==> src/rtl/multicycle_control_fsm_if.sv <==
// -----------------------------------------------------------------------------
// multicycle_control_fsm_if
// Control bundle between the multicycle RV32I main FSM and its datapath.
//   slave  modport : FSM side (consumes opcode/mem_ready, drives controls)
//   master modport : datapath side (drives opcode/mem_ready, consumes controls)
// Signals:
//   opcode[6:0]      instruction opcode from the instruction register
//   mem_ready        memory finished the current access this cycle
//   adr_src          memory address select (0=PC, 1=ALUOut)
//   alu_src_a[1:0]   ALU A mux select
//   alu_src_b[1:0]   ALU B mux select
//   result_src[1:0]  result mux select
//   alu_op[1:0]      ALU decoder operation class
//   ir_write, pc_update, branch, reg_write, mem_write  write strobes
//   instret          retired-instruction count
//   illegal_instr    sticky illegal-opcode flag
// -----------------------------------------------------------------------------
interface multicycle_control_fsm_if #(
  parameter int INSTRET_W = 32
);
  logic [6:0]           opcode;
  logic                 mem_ready;
  logic                 adr_src;
  logic [1:0]           alu_src_a;
  logic [1:0]           alu_src_b;
  logic [1:0]           result_src;
  logic [1:0]           alu_op;
  logic                 ir_write;
  logic                 pc_update;
  logic                 branch;
  logic                 reg_write;
  logic                 mem_write;
  logic [INSTRET_W-1:0] instret;
  logic                 illegal_instr;

  modport slave (
    input  opcode, mem_ready,
    output adr_src, alu_src_a, alu_src_b, result_src, alu_op,
           ir_write, pc_update, branch, reg_write, mem_write,
           instret, illegal_instr
  );

  modport master (
    output opcode, mem_ready,
    input  adr_src, alu_src_a, alu_src_b, result_src, alu_op,
           ir_write, pc_update, branch, reg_write, mem_write,
           instret, illegal_instr
  );
endinterface

==> src/rtl/multicycle_control_fsm.sv <==
// -----------------------------------------------------------------------------
// multicycle_control_fsm
// Main control FSM of the multicycle RV32I core. Sequences every instruction
// through fetch / decode / execute / memory / writeback, produces the datapath
// mux selects and write strobes, stalls on mem_ready and counts retirements.
// Ports:
//   clk  - system clock, rising edge
//   rst  - asynchronous, active-high reset (state -> FETCH, counters cleared)
//   bus  - multicycle_control_fsm_if.slave control bundle
// Build option:
//   CTRL_ILLEGAL_TRAP_EN - when defined, an unknown opcode parks the FSM in a
//   TRAP state with illegal_instr=1 until reset; otherwise the unknown opcode
//   is skipped as an uncounted nop and illegal_instr is tied 0.
// -----------------------------------------------------------------------------
module multicycle_control_fsm #(
  parameter int INSTRET_W         = 32,
  parameter bit RESET_STATE_FETCH = 1'b1
) (
  input  logic                      clk,
  input  logic                      rst,
  multicycle_control_fsm_if.slave   bus
);

  // Only a FETCH reset state is supported.
  if (RESET_STATE_FETCH != 1'b1) begin : g_bad_reset_state
    $error("RESET_STATE_FETCH must be 1");
  end

  localparam logic [6:0] OP_LOAD  = 7'b0000011;
  localparam logic [6:0] OP_STORE = 7'b0100011;
  localparam logic [6:0] OP_R     = 7'b0110011;
  localparam logic [6:0] OP_I     = 7'b0010011;
  localparam logic [6:0] OP_BR    = 7'b1100011;
  localparam logic [6:0] OP_JAL   = 7'b1101111;
  localparam logic [6:0] OP_JALR  = 7'b1100111;
  localparam logic [6:0] OP_LUI   = 7'b0110111;
  localparam logic [6:0] OP_AUIPC = 7'b0010111;

  typedef enum logic [3:0] {
    FETCH    = 4'd0,
    DECODE   = 4'd1,
    MEMADR   = 4'd2,
    MEMREAD  = 4'd3,
    MEMWB    = 4'd4,
    MEMWRITE = 4'd5,
    EXECR    = 4'd6,
    EXECI    = 4'd7,
    LUI      = 4'd8,
    AUIPC    = 4'd9,
    ALUWB    = 4'd10,
    BRANCH   = 4'd11,
    JALR     = 4'd12,
`ifdef CTRL_ILLEGAL_TRAP_EN
    JAL      = 4'd13,
    TRAP     = 4'd14
`else
    JAL      = 4'd13
`endif
  } state_t;

  state_t               state_q, state_d;
  logic                 adr_src_q, adr_src_d;
  logic [1:0]           alu_src_a_q, alu_src_a_d;
  logic [1:0]           alu_src_b_q, alu_src_b_d;
  logic [1:0]           result_src_q, result_src_d;
  logic [1:0]           alu_op_q, alu_op_d;
  logic                 jal_pc_q, jal_pc_d;
  logic                 branch_q, branch_d;
  logic                 reg_write_q, reg_write_d;
  logic                 mem_write_q, mem_write_d;
  logic [INSTRET_W-1:0] instret_q, instret_d;
  logic                 retire;
  logic                 fetch_strobe;

  // Next-state logic. Encodings outside the enum fall back to FETCH.
  always_comb begin
    state_d = state_q;
    case (state_q)
      FETCH:    if (bus.mem_ready) state_d = DECODE;
      DECODE: begin
        case (bus.opcode)
          OP_LOAD, OP_STORE: state_d = MEMADR;
          OP_R:              state_d = EXECR;
          OP_I:              state_d = EXECI;
          OP_BR:             state_d = BRANCH;
          OP_JAL:            state_d = JAL;
          OP_JALR:           state_d = JALR;
          OP_LUI:            state_d = LUI;
          OP_AUIPC:          state_d = AUIPC;
`ifdef CTRL_ILLEGAL_TRAP_EN
          default:           state_d = TRAP;
`else
          default:           state_d = FETCH;
`endif
        endcase
      end
      MEMADR:   state_d = (bus.opcode == OP_LOAD) ? MEMREAD : MEMWRITE;
      MEMREAD:  if (bus.mem_ready) state_d = MEMWB;
      MEMWB:    state_d = FETCH;
      MEMWRITE: if (bus.mem_ready) state_d = FETCH;
      EXECR, EXECI, LUI, AUIPC: state_d = ALUWB;
      ALUWB:    state_d = FETCH;
      BRANCH:   state_d = FETCH;
      JALR:     state_d = JAL;
      JAL:      state_d = ALUWB;
`ifdef CTRL_ILLEGAL_TRAP_EN
      TRAP:     state_d = TRAP;
`endif
      default:  state_d = FETCH;
    endcase
  end

  // Moore outputs decoded from the state being entered, so the output flops
  // carry exactly the values of the state register next cycle.
  always_comb begin
    adr_src_d    = 1'b0;
    alu_src_a_d  = 2'b00;
    alu_src_b_d  = 2'b00;
    result_src_d = 2'b00;
    alu_op_d     = 2'b00;
    jal_pc_d     = 1'b0;
    branch_d     = 1'b0;
    reg_write_d  = 1'b0;
    mem_write_d  = 1'b0;
    case (state_d)
      FETCH:    begin alu_src_b_d = 2'b10; result_src_d = 2'b10; end
      DECODE:   begin alu_src_a_d = 2'b01; alu_src_b_d = 2'b01; end
      MEMADR:   begin alu_src_a_d = 2'b10; alu_src_b_d = 2'b01; end
      MEMREAD:  adr_src_d = 1'b1;
      MEMWB:    begin result_src_d = 2'b01; reg_write_d = 1'b1; end
      MEMWRITE: begin adr_src_d = 1'b1; mem_write_d = 1'b1; end
      EXECR:    begin alu_src_a_d = 2'b10; alu_op_d = 2'b10; end
      EXECI:    begin alu_src_a_d = 2'b10; alu_src_b_d = 2'b01; alu_op_d = 2'b10; end
      LUI:      begin alu_src_a_d = 2'b11; alu_src_b_d = 2'b01; end
      AUIPC:    begin alu_src_a_d = 2'b01; alu_src_b_d = 2'b01; end
      ALUWB:    reg_write_d = 1'b1;
      BRANCH:   begin alu_src_a_d = 2'b10; alu_op_d = 2'b01; branch_d = 1'b1; end
      JALR:     begin alu_src_a_d = 2'b10; alu_src_b_d = 2'b01; end
      JAL:      begin alu_src_a_d = 2'b01; alu_src_b_d = 2'b10; jal_pc_d = 1'b1; end
      default:  ;
    endcase
  end

  // An instruction retires when its last state hands control back to FETCH.
  // The unknown-opcode path (DECODE -> FETCH) is deliberately excluded.
  assign retire    = (state_d == FETCH) &&
                     ((state_q == MEMWB) || (state_q == MEMWRITE) ||
                      (state_q == ALUWB) || (state_q == BRANCH));
  assign instret_d = instret_q + INSTRET_W'(retire);

  always_ff @(posedge clk or posedge rst) begin
    if (rst) begin
      state_q      <= FETCH;
      adr_src_q    <= 1'b0;
      alu_src_a_q  <= 2'b00;
      alu_src_b_q  <= 2'b10;
      result_src_q <= 2'b10;
      alu_op_q     <= 2'b00;
      jal_pc_q     <= 1'b0;
      branch_q     <= 1'b0;
      reg_write_q  <= 1'b0;
      mem_write_q  <= 1'b0;
      instret_q    <= '0;
    end else begin
      state_q      <= state_d;
      adr_src_q    <= adr_src_d;
      alu_src_a_q  <= alu_src_a_d;
      alu_src_b_q  <= alu_src_b_d;
      result_src_q <= result_src_d;
      alu_op_q     <= alu_op_d;
      jal_pc_q     <= jal_pc_d;
      branch_q     <= branch_d;
      reg_write_q  <= reg_write_d;
      mem_write_q  <= mem_write_d;
      instret_q    <= instret_d;
    end
  end

`ifdef CTRL_ILLEGAL_TRAP_EN
  logic illegal_q, illegal_d;
  assign illegal_d = (state_d == TRAP);
  always_ff @(posedge clk or posedge rst) begin
    if (rst) illegal_q <= 1'b0;
    else     illegal_q <= illegal_d;
  end
  assign bus.illegal_instr = illegal_q;
`else
  assign bus.illegal_instr = 1'b0;
`endif

  // The FETCH strobes follow mem_ready combinationally; rst masks them so no
  // write can slip out while reset is held.
  assign fetch_strobe   = (state_q == FETCH) && bus.mem_ready && !rst;

  assign bus.adr_src    = adr_src_q;
  assign bus.alu_src_a  = alu_src_a_q;
  assign bus.alu_src_b  = alu_src_b_q;
  assign bus.result_src = result_src_q;
  assign bus.alu_op     = alu_op_q;
  assign bus.ir_write   = fetch_strobe;
  assign bus.pc_update  = fetch_strobe | jal_pc_q;
  assign bus.branch     = branch_q;
  assign bus.reg_write  = reg_write_q;
  assign bus.mem_write  = mem_write_q;
  assign bus.instret    = instret_q;

endmodule

==> src/flat_wrapper.sv <==
// flat-port wrapper written by rule: the top's interface ports become plain ports
module multicycle_control_fsm_flat 
#(
  parameter int INSTRET_W         = 32,
  parameter bit RESET_STATE_FETCH = 1'b1
)
  (clk, rst, bus_opcode, bus_mem_ready, bus_adr_src, bus_alu_src_a, bus_alu_src_b, bus_result_src, bus_alu_op, bus_ir_write, bus_pc_update, bus_branch, bus_reg_write, bus_mem_write, bus_instret, bus_illegal_instr);
  multicycle_control_fsm_if #(.INSTRET_W(INSTRET_W)) bus_i ();
  input  logic clk;
  input  logic rst;
  input wire logic [$bits(bus_i.opcode)-1:0] bus_opcode;
  input wire logic [$bits(bus_i.mem_ready)-1:0] bus_mem_ready;
  output wire logic [$bits(bus_i.adr_src)-1:0] bus_adr_src;
  output wire logic [$bits(bus_i.alu_src_a)-1:0] bus_alu_src_a;
  output wire logic [$bits(bus_i.alu_src_b)-1:0] bus_alu_src_b;
  output wire logic [$bits(bus_i.result_src)-1:0] bus_result_src;
  output wire logic [$bits(bus_i.alu_op)-1:0] bus_alu_op;
  output wire logic [$bits(bus_i.ir_write)-1:0] bus_ir_write;
  output wire logic [$bits(bus_i.pc_update)-1:0] bus_pc_update;
  output wire logic [$bits(bus_i.branch)-1:0] bus_branch;
  output wire logic [$bits(bus_i.reg_write)-1:0] bus_reg_write;
  output wire logic [$bits(bus_i.mem_write)-1:0] bus_mem_write;
  output wire logic [$bits(bus_i.instret)-1:0] bus_instret;
  output wire logic [$bits(bus_i.illegal_instr)-1:0] bus_illegal_instr;
  assign bus_i.opcode = bus_opcode;
  assign bus_i.mem_ready = bus_mem_ready;
  assign bus_adr_src = bus_i.adr_src;
  assign bus_alu_src_a = bus_i.alu_src_a;
  assign bus_alu_src_b = bus_i.alu_src_b;
  assign bus_result_src = bus_i.result_src;
  assign bus_alu_op = bus_i.alu_op;
  assign bus_ir_write = bus_i.ir_write;
  assign bus_pc_update = bus_i.pc_update;
  assign bus_branch = bus_i.branch;
  assign bus_reg_write = bus_i.reg_write;
  assign bus_mem_write = bus_i.mem_write;
  assign bus_instret = bus_i.instret;
  assign bus_illegal_instr = bus_i.illegal_instr;
  multicycle_control_fsm #(.INSTRET_W(INSTRET_W), .RESET_STATE_FETCH(RESET_STATE_FETCH)) u_core (.clk(clk), .rst(rst), .bus(bus_i));
endmodule
==> config.mk <==
export PLATFORM = sky130hd
export DESIGN_NAME = multicycle_control_fsm_flat
export DESIGN_NICKNAME = d
export VERILOG_FILES = /design/src/rtl/multicycle_control_fsm_if.sv /design/src/rtl/multicycle_control_fsm.sv /design/src/flat_wrapper.sv
export SDC_FILE = /design/constraint.sdc
export NUM_CORES = 1
export LEC_CHECK = 0
export CAP_MARGIN = 25
export CORE_ASPECT_RATIO = 1.2
export CORE_MARGIN = 5
export CORE_UTILIZATION = 53
export CTS_CLUSTER_DIAMETER = 100
export DETAILED_ROUTE_END_ITERATION = 8
export PLACE_DENSITY = 0.85
export SETUP_SLACK_MARGIN = 0.15
export SLEW_MARGIN = 20
export SYNTH_ARGS = -nofsm -noshare
export SYNTH_HDL_FRONTEND = slang
export SYNTH_SLANG_ARGS = --single-unit
==> constraint.sdc <==
create_clock -name clk -period 6.5 [get_ports clk]
set_clock_uncertainty 0.05 [all_clocks]
set_input_delay 0.65 -clock clk [delete_from_list [all_inputs] [get_ports clk]]
set_output_delay 0.65 -clock clk [all_outputs]
set_load 0.005 [all_outputs]
# Word level (Yosys, flattened, before mapping)
# Index checks and enable logic that the tools add are counted.
# totals
elab_cells	81
inputBits	10
regBits	49
# op_classes
bitwise_logic	1
n_addsub	1
n_reduce_logical	18
muxes	15
n_eq_ne	35
# ops
op	count
$eq 4x4->1 const B	12
$add 32x1->32	1
$eq 4x3->1 const B	8
$pmux 4 s8	1
$pmux 4 s7	1
$eq 7x6->1 const B	3
$eq 7x7->1 const B	3
$eq 4x2->1 const B	4
$eq 7x5->1 const B	2
$mux 4	3
$pmux 2 s2	3
$reduce_or 2->1	5
$reduce_or 5->1	2
$eq 4x1->1 const B	2
$logic_not 4->1	2
$eq 7x2->1 const B	1
$pmux 2 s3	1
$reduce_or 6->1	1
$mux 1	5
$logic_and 1x1->1	3
$logic_or 1x1->1	3
$mux 3	1
$reduce_or 3->1	1
$logic_not 1->1	1
$or 1x1->1	1

# Logic depth before layout (Yosys ltp)
# Gate-level depths: netlist of the first run.
# logic_depth
word_depth	7
mapped_depth	14
mapped_depth_nobuf	13

# Worst setup path before layout of the first run
# No wires, ideal clock.
# synth_timing
path_kind	input to register
from	in bus_opcode[5]
to	reg u_core.instret_q[29] (netlist: u_core.bus.instret[29])
required_ns	6.371
n_path_buf	0
cell_stages	13
arrival_time_ns	3.187
path_slack_ns	3.184
path_cell_list	and3b_1 > a211oi_1 > a21oi_1 > a221oi_2 > nand2_1 > nor3_1 > ha_1 > nand3_1 > nand2b_1 > nor3_1 > nand3_1 > nor3_1 > xor2_1
# synth_between
elab_chain_len	7
word_cells_on_any_way	16
classes_between	add/sub (1); eq/ne (9); mux (3); reduce/logical (3)
# synth_lines
item	line_no	text
from (decl)	flat_wrapper.sv:11	input wire logic [$bits(bus_i.opcode)-1:0] bus_opcode;
$eq 7x6->1 or $eq 7x2->1 (tied branches)	multicycle_control_fsm.sv:81, multicycle_control_fsm.sv:97	
$reduce_or 2->1	multicycle_control_fsm.sv:81	case (bus.opcode)
$pmux 4 s8	multicycle_control_fsm.sv:81	
$pmux 4 s7 *	multicycle_control_fsm.sv:78	case (state_q)
$logic_not 4->1 *	multicycle_control_fsm.sv:146	assign retire = (state_d == FETCH) &&
$logic_and 1x1->1 *	multicycle_control_fsm.sv:146	
$add 32x1->32 *	multicycle_control_fsm.sv:149	assign instret_d = instret_q + INSTRET_W'(retire);
net u_core.instret_d[29]	multicycle_control_fsm.sv:71	logic [INSTRET_W-1:0] instret_q, instret_d;
to (signal assigned)	multicycle_control_fsm.sv:175	instret_q <= instret_d;
to (decl)	multicycle_control_fsm.sv:71	
# Mark *: on every way through the listed nets, which the timed path passes. The rest lies on a longest branch.

# Final worst setup path of the first run
# layout_timing
from	in bus_opcode[4]
to	reg u_core.instret_q[29] (netlist: u_core.bus.instret[29])
# Same word-level chain as after synthesis.

==> flow_summary.ini, run 1 <==
[logic_synthesis]
syn_avg_cell_area_um2 = 10.9
yosysTopAreaCellShare_pct = 50.2
yosysTopAreaCell = dfrtp_1
synth_most_common_cell = dfrtp_1
yosysWarnings = 0
post_synth_num_cell_types = 48
synth_area_leaders = dfrtp_1 50%, xnor2_1 8.6%, nand3_1 4.1%
synth_top_flop_cell = dfrtp_1
synthCells = 216
synth-seq-area-share_pct = 52.4
synth_edf_count = 0
synthArstFlopShare_pct = 100
synth_top_cells_by_count = 47 x dfrtp_1, 23 x xnor2_1, 19 x nand3_1
synth_area_um2 = 2340
syn-num-nets = 228
ys_ff_latch = 49

[worst_setup_path]
crit_required_ps = 6690
end_kind = register
worstPathMaxFanout = 6
crit_type = input pin to register
start_kind = input pin
crit_arrival_ps = 4330

[floorplanning]
die_area_um2 = 5860
dieHeight_um = 82.9
start_util_pct = 55.0
core_um2 = 4260
die_x_um = 70.7
pin_count = 57
num_rows = 26

[grt]
globalRouteMet3Util_pct = 5.07
grt-ovfl-total = 0
grt_pass1_wl_mm = 8.50
use_met2_pct = 32.3
busiest_layer = met2
track_usage_pct = 18.2
grt_max_degree = 50
grt_pass1_vias = 1832
use_met1_pct = 19.8
antenna_found_initial = 0

[clock_network]
cts_sinks = 49
cts_setup_buffers = 0
cts_max_level = 2
cts_buffers = 5
root_buffer = clkbuf_8
clk_latency_ps = 310
ctsResizeCount = 0
clockBufferDepth = 2
clk_pin_slew_ps = 90
cts_tree = done
ctsHoldBuffers = 0

[placed_design]
pre_cts_ws_ps = 2020
io_buffer_count = 55
dpl-instance-area_um2 = 2930
place_hpwl_mm = 3.91
routabilityCongestion = 0.931

[cells_and_area]
nets = 286
stdcell_area_um2 = 3020
n_fill_cell = 336
syn_to_final_growth_pct = 28.7
antennaDiodeCount = 0
drive_gt1_share_pct = 9.82

[pwr]
ir_worst_vdd_uv = 189
leakagePower_nw = 1.35
power_density_nw_per_um2 = 268

[run_status]
status = finished, final reports clean

[routing]
wl_per_cell_um = 15.0
drc = 0
wl_mm = 4.97
dr.pass1.iters = 4
drt_iter0_drc = 90
via_per_inst = 5.36
vias = 1774
ant_nets = 0

[sta]
fin_ws_ps = 2360
tightest_slew_ps = 806
finalSetupViolCount = 0
setup_tns_ps = 0
fmax_mhz = 241
min_period_ps = 4140
maxSlewHeadroom_pct = 46.2
drv_slew = 0
period_share_pct = 63.7
finalHoldViolCount = 0
rsz0062_at_grt = no
hold_ws_ps = 425

[run]
max_cap_viol_count = 0

[min_path]
min_path_type = register to register
-- worst paths after layout --
| kind | end | slack, ps | depth (start not counted) | from |
|---|---|---|---|---|
| setup / recovery | u_core.bus.instret[29] | 2360 | 14 | bus_opcode[4] |
| hold / removal | u_core.bus.instret[31] | 430 | 1 | u_core.bus.instret[31] |
| setup reg to reg | u_core.bus.instret[29] | 2880 | 13 | u_core.state_q[0] |
| hold reg to reg | u_core.bus.instret[31] | 430 | 1 | u_core.bus.instret[31] |
| max in group asynchronous | u_core.bus.instret[6] | 5150 | 2 | rst |
| min in group asynchronous | u_core.bus.branch | 770 | 2 | rst |
-- through the flow --
step | power, mW | instances | util [%]
finish | 0.809 | 331 | 70.8
global route | 0.860 | 331 | 70.8
CTS | 0.814 | 331 | 70.8
detailed placement | 0.640 | 323 | 68.7
global placement | 0.637 | 323 | 68.7
floorplan | 0.533 | 216 | -
-- placed cells by master (no fill, tap or decap), types with 2 or more instances in the layout --
cell / count
clkdlybuf4s50_1: 55
dfrtp_1: 47
xnor2_1: 23
nand3_1: 19
nor2_1: 15
nand2_1: 15
inv_1: 10
xor2_1: 9
a21oi_1: 7
and3_1: 7
nand4_1: 5
nor2b_1: 5
nor3_1: 5
clkbuf_8: 5
nand2b_1: 4
o21ai_0: 3
or2_2: 3
a211oi_1: 2
o211ai_2: 2
mux2i_1: 2
clkinv_2: 2
ha_1: 2
dfstp_2: 2
-- registers in the layout, indices dropped and copies added (netlist names) --
register and cells:
u_core.state_q 4, u_core.bus.alu_src_a 2, u_core.bus.alu_src_b 2, u_core.bus.mem_write 1, u_core.bus.alu_op 2, u_core.bus.reg_write 1, u_core.bus.result_src 2, u_core.bus.branch 1
u_core.bus.instret 32, u_core.jal_pc_q 1, u_core.bus.adr_src 1
-- kinds of logic after synthesis --
kind of cell / Yosys count / share of synthesized area, %
xor gates and xnor gates: 32 / 12.0
DFF: 49 / 52.4
muxes: 2 / 0.854
adders and majority gates: 2 / 1.07
and+or+nand+nor: 88 / 20.8
AOI/OAI and AO/OA: 25 / 9.07
other: 1 / 0.160
buffers and inverters: 17 / 3.74
-- worst max-delay path: stages --
cell,delay [ps]
clkdlybuf4s50_1,580
and3b_1,220
a211oi_1,250
a21oi_1,90
a221oi_2,530
nand2_1,150
nor3_1,230
ha_1,210
nand3_1,130
nand2b_1,230
nor3_1,380
nand3_1,240
nor3_1,260
xor2_1,180
-- report_power, final --
group	total, mW	switching (mW)	leakage [nW]	internal (mW)
Combinational	0.238	0.113	0.648	0.126
Clock	0.178	0.102	0.0456	0.0768
Sequential	0.392	0.0422	0.659	0.350
-- layout make-up --
cell class                 instances  area (um^2)  area share [%]
clock buffer                       6         72.6            2.41
clock inverter                     2         13.8           0.456
sequential                        49         1230            40.7
timing repair buffer              55          551            18.2
inverter                          13         52.6            1.74
multi-input combinational        150         1030            34.1
tap                               56         70.1            2.32
-- metal layers --
layer  wire length (um)  vias to the layer above
li1                   -                      849
met1               1880                      863
met2               2730                       55
met3                264                        7
met4                 95                        0
met5                  0                        -
(Power assumes the default switching activity.)
==> run 2, diff against run 1 <==
CORE_UTILIZATION = 44   (was 53)
PLACE_DENSITY = 0.75   (was 0.85)
clock period = 3.45 ns   (was 6.5 ns; I/O delays follow)
==> flow_summary.ini, run 2 (synthesis results as in run 1) <==
[routing]
via_per_inst = 5.22
drt_iter0_drc = 96
vias = 1842
wl_per_cell_um = 14.1
wl_mm = 4.98
ant_nets = 0
dr.pass1.iters = 4
drc = 0

[floorplanning]
die_x_um = 76.6
die_area_um2 = 6890
pin_count = 57
start_util_pct = 44.9
dieHeight_um = 90.0
num_rows = 29
core_um2 = 5230

[sta]
period_share_pct = 89.1
finalSetupViolCount = 0
finalHoldViolCount = 0
rsz0062_at_grt = no
fmax_mhz = 325
setup_tns_ps = 0
tightest_slew_ps = 794
maxSlewHeadroom_pct = 47.0
min_period_ps = 3070
hold_ws_ps = 418
drv_slew = 0

[worst_setup_path]
crit_type = input pin to register
slowest_stage = clkdlybuf4s50_1
cp-startpoint = bus_opcode[4]
critPathTopFamily = simple AND/OR/NAND/NOR gates
start_kind = input pin
path_cells = clkdlybuf4s50_1, and3b_1, a211oi_1, a21oi_1, a221oi_2, nand2_1, nor3_1, ha_1, nand3_1, nand2b_1, buf_4, nor2_1, nand4_1, xnor2_1
slowest_delay_ps = 540
reg2reg_to = u_core.bus.instret[15]
cp.depth = 14
r2r_start = u_core.state_q[0]
cp_num_buf_inv = 2
crit_arrival_ps = 3210
crit_required_ps = 3590
crit_end = u_core.bus.instret[15]
reg2regPathDepth = 12
worstPathMaxFanout = 6
r2r_slack_ps = 460
end_kind = register

[min_path]
worst_hold_path.num_cells = 1
hp-start = u_core.bus.instret[31]
min_path_type = register to register

[grt]
track_usage_pct = 15.2
grt_pass1_vias = 1843
antenna_found_initial = 0
grt_max_degree = 50
grt_pass1_wl_mm = 8.64
grt-ovfl-total = 0

[placed_design]
place_hpwl_mm = 3.97
io_buffer_count = 55
routabilityCongestion = 0.859

[cells_and_area]
antennaDiodeCount = 0
layout_commonest_cell = clkdlybuf4s50_1
final_util_pct = 60.3
nets = 302
syn_to_final_growth_pct = 34.3
largest_register_ffs = 32
drive_gt1_share_pct = 15.1
layout_common_cells = 55 x clkdlybuf4s50_1, 47 x dfrtp_1, 23 x xnor2_1

[pwr]
power_mw = 1.55
power_density_nw_per_um2 = 491
ir_worst_vdd_uv = 283
leakagePower_nw = 1.43

[clock_network]
root_buffer = clkbuf_8
cts_max_level = 2
cts_buffers = 5
cts_tree = done
cts_sinks = 49
clk_latency_ps = 290
clockBufferDepth = 2
cts_setup_buffers = 0
clk_pin_slew_ps = 90

[run]
max_cap_viol_count = 0

[run_status]
status = finished, final reports clean
## run 2: cell types whose count changed in the layout (fill, tap and decap cells not counted)
cell / previous run / this run
buf_4: 0 / 16
clkbuf_1: 1 / 2
inv_6: 1 / 0
nand3_1: 19 / 18
nand3_2: 0 / 1
nor3_1: 5 / 4
nor3_2: 1 / 2
## run 2: per-layer routing
layer	up-vias	track usage (%)	part of all wire, %
li1	885	-	-
met4	0	6.56	2.3
met2	63	27.1	53
met5	-	0	0
met1	880	16.9	39
met3	14	4.10	5.6
## run 2: final cells by class
class	instances	area (um^2)
inverter	13	52.6
fill	464	2080
tap	62	77.6
clock buffer	7	76.3
multi-input combinational	150	1040
timing repair buffer	71	671
clock inverter	1	5.00
sequential	49	1230
## run 2: worst min-delay path by stage
stage / to
floorplan: u_core.bus.instret[31]
global placement: u_core.bus.instret[31]
detailed placement: u_core.bus.instret[31]
CTS: u_core.bus.instret[31]
global route: u_core.bus.instret[31]
finish: u_core.bus.instret[31]
## run 2: what timing repair did
action / in CTS / in global routing
endpoints found under the hold margin: 0 / 0
endpoints found under the setup margin: 0 / 4
hold buffers: 0 / 0
gates resized for setup: 0 / 2
## run 2: report_power, final
| part | internal (mW) | switching, mW |
|---|---|---|
| logic | 0.271 | 0.220 |
| clock network | 0.142 | 0.172 |
| registers | 0.660 | 0.0803 |
| total | 1.07 | 0.473 |
## run 2: worst register-to-register path, cell delays in order (launching register included)
cell and delay (ps):
dfrtp_1 510, nor4_4 330, a21oi_1 160, a221oi_4 280, nand2_1 110, nor3_1 220, ha_1 200, nand3_1 90
nand2b_1 190, buf_4 150, nor2_1 280, nand4_1 170, xnor2_1 150
## run 2: stage by stage
| stage | area, um^2 | setup slack (ps) | instances |
|---|---|---|---|
| 2_1_floorplan | 2340 | 388 | 216 |
| 4_1_cts | 3140 | 316 | 353 |
| 3_3_place_gp | 3060 | 119 | 345 |
| 3_5_place_dp | 3060 | -6.39 | 345 |
| 6_report | 3150 | 377 | 353 |
| 5_1_grt | 3150 | 147 | 353 |
==> run 3, diff against run 2 <==
CORE_MARGIN = 4   (was 5)
==> flow_summary.ini, run 3 (synthesis results as in run 1) <==
[floorplanning]
die_x_um = 74.6
pin_count = 57
start_util_pct = 46.5
core_um2 = 5040
num_rows = 28
die_area_um2 = 6570
dieHeight_um = 88.0

[sta]
fmax_mhz = 330
finalSetupViolCount = 0
drv_slew = 0
tightest_slew_ps = 817
setup_tns_ps = 0
min_period_ps = 3030
period_share_pct = 87.9
finalHoldViolCount = 0
maxSlewHeadroom_pct = 45.5
rsz0062_at_grt = no
fin_ws_ps = 417

[clock_network]
root_buffer = clkbuf_8
cts_max_level = 2
clockBufferDepth = 2
clk_pin_slew_ps = 90
cts_sinks = 49
cts_setup_buffers = 0
clk_latency_ps = 290
ctsHoldBuffers = 0
cts_tree = done
cts_buffers = 5

[pwr]
power.share.switching_pct = 29.9
ir_worst_vdd_uv = 261
power_density_nw_per_um2 = 500
p_clk_share_pct = 22.5
sequentialPowerShare_pct = 46.5
internal_power_mw = 1.11
power_frac_comb_pct = 31.1
leakagePower_nw = 1.43
p_switching_uw = 475
power_mw = 1.59

[routing]
wl_mm = 4.98
drc = 0
vias = 1806
via_per_inst = 5.16
drt_iter0_drc = 75
dr.pass1.iters = 4
ant_nets = 0
wl_per_cell_um = 14.2

[cells_and_area]
largest_register_ffs = 32
seqCellArea_um2 = 1230
drive_gt1_share_pct = 16.6
antennaDiodeCount = 0
layout_commonest_cell = clkdlybuf4s50_1
instances_no_fill = 350
multi_input_area_um2 = 1050
nets = 301
n_fill_cell = 429
layout_common_cells = 55 x clkdlybuf4s50_1, 47 x dfrtp_1, 23 x xnor2_1
stdcell_area_um2 = 3170
syn_to_final_growth_pct = 35.3

[grt]
track_usage_pct = 16.6
grt-ovfl-total = 0
use_met1_pct = 19.3
grt_pass1_vias = 1853
antenna_found_initial = 0
globalRouteMet3Util_pct = 3.90
grt_max_degree = 50
grt_pass1_wl_mm = 8.38
busiest_layer = met2
use_met2_pct = 29.2

[worst_setup_path]
crit_required_ps = 3620
crit_type = input pin to register
worstPathMaxFanout = 5
crit_arrival_ps = 3200
start_kind = input pin
end_kind = register

[min_path]
min_path_type = register to register

[placed_design]
routabilityCongestion = 0.874
place_hpwl_mm = 3.82
dp.cells = 342
dpl-instance-area_um2 = 3050
io_buffer_count = 55
pre_cts_ws_ps = 12.6

[run_status]
status = finished, final reports clean

[run]
max_cap_viol_count = 0
## run 3: cell type report
| type | count | area share (%) |
|---|---|---|
| Sequential cell | 49 | 38.7 |
| Multi-Input combinational cell | 150 | 33.1 |
| Timing Repair Buffer | 70 | 20.9 |
| Clock buffer | 7 | 3.04 |
| Tap cell | 60 | 2.37 |
| Inverter | 13 | 1.66 |
| Clock inverter | 1 | 0.158 |
## run 3: timing repair
action | 4_1_cts | 5_1_grt
gates resized for setup | 0 | 5
endpoints found under the hold margin | 0 | 0
endpoints found under the setup margin | 0 | 10
## run 3: stage by stage
step	hold slack [ps]	utilization [%]
after global routing	437	62.9
after detailed placement	407	60.4
after CTS	422	62.4
final	417	62.9
after floorplan	415	-
after global placement	407	60.4
## run 3: worst max-delay path, stage by stage
cell and delay (ps):
clkdlybuf4s50_1 520, and4bb_2 310, a211oi_1 290, o211ai_2 140
nand2b_1 190, nor3_1 200, ha_1 200, nand3_1 90
nand2b_1 180, nor3_2 260, nand3_2 170, nor2_1 150
xor2_1 160
## run 3: power by group through the flow
stage	Combinational, mW	Sequential, mW	Clock (mW)
final	0.493	0.737	0.357
after global routing	0.549	0.754	0.391
after CTS	0.499	0.737	0.368
after detailed placement	0.496	0.749	0
after global placement	0.488	0.748	0
after floorplan	0.281	0.724	0
## run 3: metal layers
metal | share of wire [%] | wire length, um
met1 | 39 | 1970
met2 | 54 | 2700
met3 | 5.0 | 247
met4 | 1.3 | 66
met5 | 0 | 0
## run 3: path summary, 6_finish.rpt
kind	endpoint	slack (ps)	cells past startpoint	start
setup / recovery	u_core.bus.instret[27]	420	13	bus_opcode[2]
hold / removal	u_core.bus.instret[31]	420	1	u_core.bus.instret[31]
setup reg to reg	u_core.bus.instret[27]	470	12	u_core.state_q[0]
hold reg to reg	u_core.bus.instret[31]	420	1	u_core.bus.instret[31]
max in group asynchronous	u_core.bus.instret[23]	2380	2	rst
min in group asynchronous	u_core.bus.instret[12]	490	2	rst
